===== src/rtl/ex_ovf_trap_stage.sv =====
// EX->MEM pipeline register behind the add/sub datapath. A signed overflow on ADD/SUB
// suppresses write-back and raises a held MIPS overflow trap until it is acknowledged.
module ex_ovf_trap_stage #(
    parameter int         WIDTH  = 32,
    parameter int         CNT_W  = 8,
    parameter logic [4:0] EXC_OV = 5'd12
) (
    input  logic             clk,
    input  logic             rst_n,
    input  logic             in_valid,
    output logic             in_ready,
    input  logic [1:0]       in_op,
    input  logic [WIDTH-1:0] in_a,
    input  logic [WIDTH-1:0] in_b,
    input  logic [31:0]      in_pc,
    input  logic [4:0]       in_rd,
    output logic             out_valid,
    input  logic             out_ready,
    output logic [WIDTH-1:0] out_result,
    output logic [4:0]       out_rd,
    output logic             out_wen,
    output logic             trap_req,
    output logic [31:0]      trap_epc,
    output logic [4:0]       trap_cause,
    input  logic             trap_ack,
    output logic [CNT_W-1:0] ovf_count
);

    typedef enum logic {
        RUN  = 1'b0,
        TRAP = 1'b1
    } state_t;

    state_t           state;
    state_t           state_nxt;
    logic             is_sub;
    logic             is_signed;
    logic [WIDTH-1:0] res;
    logic             a_msb;
    logic             b_msb;
    logic             r_msb;
    logic             ovf;
    logic             accept;

    // in_op[1] selects subtract, in_op[0] selects the unsigned (never-trapping) form.
    assign is_sub    = in_op[1];
    assign is_signed = ~in_op[0];
    assign res       = is_sub ? (in_a - in_b) : (in_a + in_b);
    assign a_msb     = in_a[WIDTH-1];
    assign b_msb     = in_b[WIDTH-1];
    assign r_msb     = res[WIDTH-1];
    assign ovf       = is_signed && (r_msb != a_msb) &&
                       (is_sub ? (a_msb != b_msb) : (a_msb == b_msb));

    assign in_ready = (state == RUN) && (!out_valid || out_ready);
    assign accept   = in_valid && in_ready;
    assign trap_req = (state == TRAP);

    // NOTE: every variable written here gets a default first, so no latch is inferred.
    always_comb begin
        state_nxt = state;
        case (state)
            RUN:     if (accept && ovf) state_nxt = TRAP;
            TRAP:    if (trap_ack)      state_nxt = RUN;
            default: state_nxt = RUN;
        endcase
    end

    // NOTE: sequential state uses non-blocking assignments so all registers update together.
    always_ff @(posedge clk or negedge rst_n) begin
        if (!rst_n) begin
            state <= RUN;
        end else begin
            state <= state_nxt;
        end
    end

    // An overflowing beat never lands here; the older beat (if any) still drains.
    always_ff @(posedge clk or negedge rst_n) begin
        if (!rst_n) begin
            out_valid  <= 1'b0;
            out_result <= '0;
            out_rd     <= 5'd0;
            out_wen    <= 1'b0;
        end else if (accept && !ovf) begin
            out_valid  <= 1'b1;
            out_result <= res;
            out_rd     <= in_rd;
            out_wen    <= (in_rd != 5'd0);
        end else if (out_ready) begin
            out_valid  <= 1'b0;
        end
    end

    // EPC/Cause persist after acknowledge until the next trap or reset.
    always_ff @(posedge clk or negedge rst_n) begin
        if (!rst_n) begin
            trap_epc   <= 32'd0;
            trap_cause <= 5'd0;
            ovf_count  <= '0;
        end else if (accept && ovf) begin
            trap_epc   <= in_pc;
            trap_cause <= EXC_OV;
            if (ovf_count != {CNT_W{1'b1}}) begin
                ovf_count <= ovf_count + CNT_W'(1);
            end
        end
    end

endmodule


===== config.mk =====
export PLATFORM = sky130hd
export DESIGN_NAME = ex_ovf_trap_stage
export DESIGN_NICKNAME = d
export VERILOG_FILES = /design/src/rtl/ex_ovf_trap_stage.sv
export SDC_FILE = /design/constraint.sdc
export NUM_CORES = 1
export LEC_CHECK = 0
export BUFFER_PORTS_ARGS = -buffer_cell sky130_fd_sc_hd__buf_4
export CAP_MARGIN = 15
export CELL_PAD_IN_SITES_DETAIL_PLACEMENT = 1
export CELL_PAD_IN_SITES_GLOBAL_PLACEMENT = 1
export CORE_ASPECT_RATIO = 1.25
export CORE_MARGIN = 1
export CORE_UTILIZATION = 34
export CTS_CLUSTER_SIZE = 16
export DETAILED_ROUTE_END_ITERATION = 7
export PLACE_DENSITY_LB_ADDON = 0.1
export SYNTH_ARGS = -nofsm -noshare
export SYNTH_HDL_FRONTEND = slang
export SYNTH_SLANG_ARGS = --single-unit

===== constraint.sdc =====
create_clock -name clk -period 2 [get_ports clk]
set_clock_uncertainty 0.2 [all_clocks]
set_input_delay 0.5 -clock clk [delete_from_list [all_inputs] [get_ports clk]]
set_output_delay 0.5 -clock clk [all_outputs]
set_load 0.05 [all_outputs]

Word level (Yosys, flattened, before mapping)
Cells that the tools add are included.
- $mul: 0
- mux-type cells: 7
- eq/ne operators: 4
- $lt $le $gt $ge: 0
- div/mod/pow operators: 0
- reductions and logical operators: 12
- add/subtract/negate cells: 3
- shift-type cells: 0
- bitwise gates (word level): 2
- operators by type and width (operator ; number):
    $add 32x32->32 ; 1
    $mux 32 ; 1
    $sub 32x32->32 ; 1
    $add 8x1->8 const B ; 1
    $ne 8x8->1 const B ; 1
    $logic_and 1x1->1 ; 6
    $mux 1 ; 5
    $reduce_bool 5->1 ; 1
    $logic_not 1->1 ; 2
    $ne 1x1->1 ; 2
    $not 1->1 ; 2
    $pmux 1 s2 ; 1
    $reduce_and 2->1 ; 1
    $reduce_bool 2->1 ; 1
    $eq 1x1->1 ; 1
    $logic_or 1x1->1 ; 1
- bits in writable memories: 0
- output and inout port bits: 86
- bits in read-only memories: 0
- bits of input ports: 108
- memories: 0
- word-level logic and storage cells: 36
- bits in latches: 0
- bits in registers: 81

Longest topological paths before layout
- depth after elaboration: 8
- gate-level depth with buffers: 22
- depth with buffers taken out: 20

Worst setup path before layout
No wires, ideal clock.
- path type: input-to-reg
- start: input in_b[0]
- end: register out_result[23]
- library setup time: 0.125 ns
- data arrival time: 4.492 ns
- path slack: -2.817 ns
- path buffers: 2
- required time: 1.675 ns
- stages: 22
- cell sequence: inv_1 > ha_1 > nand2b_1 > or4_1 > nor2_1 > nand2_1 > nor4_1 > a21oi_1 > xnor2_1 > ha_1 > a21oi_1 > o21ai_0 > inv_1 > o211ai_1 > a31oi_1 > o41ai_2 > xnor2_1 > mux2i_1 > o21ai_1 > buf_6 > buf_6 > mux2_4
- longest elaborated chain between the ends: 7
- elaborated cells on any way between the ends: 8
- classes of those cells: add/sub (2); eq/ne (1); mux (1); reduce/logical (4)
- ends and longest elaborated chain (what ; line ; RTL):
    start: declaration ; 14 ; input logic [WIDTH-1:0] in_b,
    $add 32x32->32 / $sub 32x32->32 (equally long branches) ; 48 ; assign res = is_sub ? (in_a - in_b) : (in_a + in_b);
    $mux 32 (*) ; 48 ;
    $ne 1x1->1 ; 52 ; assign ovf = is_signed && (r_msb != a_msb) &&
    $logic_and 1x1->1 (2 in a row) ; 52 ;
    $logic_not 1->1 ; 85 ; end else if (accept && !ovf) begin
    $logic_and 1x1->1 ; 85 ;
    end signal: assignment ; 87 ; out_result <= res;
    end: declaration ; 19 ; output logic [WIDTH-1:0] out_result,
Every way passes the cells marked *; elsewhere a longest branch is shown, timed or not.
A chain may end at the register's enable or synchronous reset.

Final worst setup path
- start: input in_b[0]
- end: register out_result[20]
Same word-level chain as after synthesis.

==> qor.yml <==
floorplan:
  die_width_um: 116
  die_y_um: 144
  rows: 51
  initial_utilization_pct: 35.0
  core_area_um2: 15700
  die_area_um2: 16700
  io_pins: 194
routing:
  num_vias: 5520
  final_antenna_net_count: 0
  first_iter_violations: 144
  post-route-drc-count: 0
  first_pass_iters: 4
  wl_per_cell_um: 17.8
  totalWireLength_um: 19700
  viasPerCell: 4.99
finish:
  multiInputGateArea_um2: 3560
  post-route-util_pct: 58.0
  fillers: 1799
  area_growth_pct: 65.9
  final_area_um2: 9100
  antennaDiodeCount: 0
  nets: 1032
  final_common_cell: "buf_4"
  final_cell_mix: "343 x buf_4, 81 x dfrtp_1, 60 x mux2_2"
  fin_cells: 1107
  regArea_um2: 2030
  drive_gt1_share_pct: 56.1
timing:
  period_share_pct: 228
  slew_violations: 0
  rsz0062_at_grt: "true"
  fmax_mhz: 220
  min_period_ps: 4550
  setup_viol: 81
  worst_slack_ps: -2550
  slew_headroom_pct: 65.9
  finalHoldViolCount: 0
  tightest_slew_ps: 509
placed_design:
  post_dp_cell_area_um2: 8320
  hpwl_um: 15300
  io_buffers: 190
  gp_congestion: 0.887
  dp_cells: 1067
hold_path:
  worstHoldPathType: "input port to register"
clocking:
  cts.sinks: 81
  cts_made_buffers: 9
  root_buffer: "clkbuf_16"
  clkLatencyLatePin_ps: 350
  clk_path_buf_depth: 2
  cts_tree: "yes"
  clkTransAtPathRegs_ps: 70
  htreeDepth: 3
power_and_ir_drop:
  pwr_density_cell_nw_per_um2: 1250
  vdd_ir_drop_max_uv: 567
  p_leak_uw: 0.00437
grt:
  grt_overflow: 0
  antenna_found_initial: 0
  gr-max-usage-layer: "met2"
  grt_pass1_wl_um: 30300
  use_met3_pct: 4.65
  grt_max_degree: 56
  grt_usage_pct: 24.0
  use_met1_pct: 23.8
  use_met2_pct: 47.1
  grt_pass1_vias: 6108
worst_setup_path:
  worstPathArrival_ps: 4590
  cp-end-kind: "register"
  start_kind: "input port"
  path_max_fanout: 5
  cp.required_ps: 2030
  worst-setup-path-type: "input port to register"
synth:
  synth_flop_cell: "dfrtp_1"
  ys_seq_area_share_pct: 36.9
  synth_seq_cells: 81
  syn_inst: 536
  yosys.cell_types.count: 52
  async_flop_share_pct: 100
  ys_warn_count: 0
  synth_area_per_cell_um2: 10.2
  synth-edff-count: 0
  netlist_area_um2: 5490
run:
  cap_viol_max_count: 0
status:
  status: "finished with violations"
  violations: "negative setup slack"
[worst max-delay path, stage by stage]
cell and delay [ps]:
buf_6 100, inv_4 50, ha_4 140, nand2b_4 50
or4_4 540, nor2_4 120, nand2_2 80, nor3_2 100
nor2_1 70, xnor2_1 130, ha_1 340, nand4_1 130
buf_4 180, nor4_4 340, a31oi_2 160, o41ai_2 210
buf_4 190, xnor2_4 80, mux2i_4 210, o21ai_4 190
buf_6 180, buf_12 140, mux2_2 330
[metrics by stage]
stage	hold WS [ps]	TNS [ps]	power [uW]	setup slack [ps]
2_1_floorplan	4.41	-188210	7100	-2500
3_3_place_gp	268	-225230	9330	-2870
3_5_place_dp	265	-232010	9530	-2940
4_1_cts	113	-193630	11400	-2470
5_1_grt	114	-213660	11900	-2730
6_report	119	-199850	11400	-2550
[power breakdown]
part,leakage [uW],switching [uW],internal (uW),total (uW)
clock,0.000134,751,858,1610
sequential,0.000968,439,2370,2810
combinational,0.00327,4230,2720,6950
[cell usage after synthesis, drive strengths merged, types with 2 or more instances]
cell type	n	share of area (%)
dfrtp	81	37
mux2	71	15
xnor2	59	9.6
a21oi	47	4.3
nor2	39	2.7
ha	33	7.5
nand2	20	1.4
inv	19	1.3
o21ai	16	1.5
buf	15	1.8
nor3	15	1.4
nand3	11	1.0
a21o	9	1.2
o21bai	8	1.1
and3	7	0.80
nand2b	7	0.80
xor2	7	1.1
nor4	6	0.68
a31o	5	0.80
and2	5	0.57
clkbuf	5	0.34
mux2i	5	0.91
nand4	5	0.57
nor2b	5	0.57
o211ai	4	0.55
o21a	4	0.55
a211oi	3	0.41
o41ai	3	0.62
or3	3	0.52
a221oi	2	0.32
a31oi	2	0.23
o31a	2	0.32
or2	2	0.23
[area by class of cell]
type	count	share of cell area [%]
timing repair buffer	361	31.8
clock buffer	10	2.52
multi-input combinational	418	39.1
sequential	81	22.3
inverter	19	0.838
clock inverter	6	0.564
tap	212	2.91
[timing repair]
item,CTS,global route
endpoints found under the setup margin,81,81
gates resized for setup,48,6
hold buffers,1,0
pin swaps,17,14
buffers inserted,14,4
cloned,4,1
endpoints found under the hold margin,26,0
[cell families after synthesis]
| kind of cell | count (synthesis) | share of synthesized area, % |
|---|---|---|
| buffers and inverters | 39 | 3.40 |
| and+or+nand+nor | 131 | 12.5 |
| AOI/OAI and AO/OA | 108 | 12.5 |
| adders and majority gates | 34 | 7.89 |
| xor gates and xnor gates | 66 | 10.7 |
| DFF | 81 | 36.9 |
| muxes | 76 | 16.0 |
| other | 1 | 0.0683 |
[final timing paths]
kind                       depth (start not counted)                    endpoint                       from  slack [ps]
max                                               23  out_result[20]$_DFFE_PN0P_                    in_b[0]       -2550
max reg2reg                                        8    trap_epc[13]$_DFFE_PN0P_      out_valid$_DFFE_PN0P_        -310
min                                                2       out_valid$_DFFE_PN0P_                  out_ready         120
max in group asynchronous                          3  out_result[21]$_DFFE_PN0P_                      rst_n         530
min reg2reg                                        1   out_result[6]$_DFFE_PN0P_  out_result[6]$_DFFE_PN0P_         310
min in group asynchronous                          2       out_rd[0]$_DFFE_PN0P_                      rst_n         430
[sequential cells by signal (all words and copies together), names as in the netlist]
register	flops
out_wen	1
trap_epc	32
trap_cause	1
trap_req	1
ovf_count	8
out_rd	5
out_result	32
out_valid	1
[per-layer routing]
layer  vias up  routed length [um]
met5         -                   0
met4         0                 793
met3        48                 991
met2       155               11000
met1      2699                6990
li1       2618                   -
Note: power is estimated with default switching activity, not from simulation.
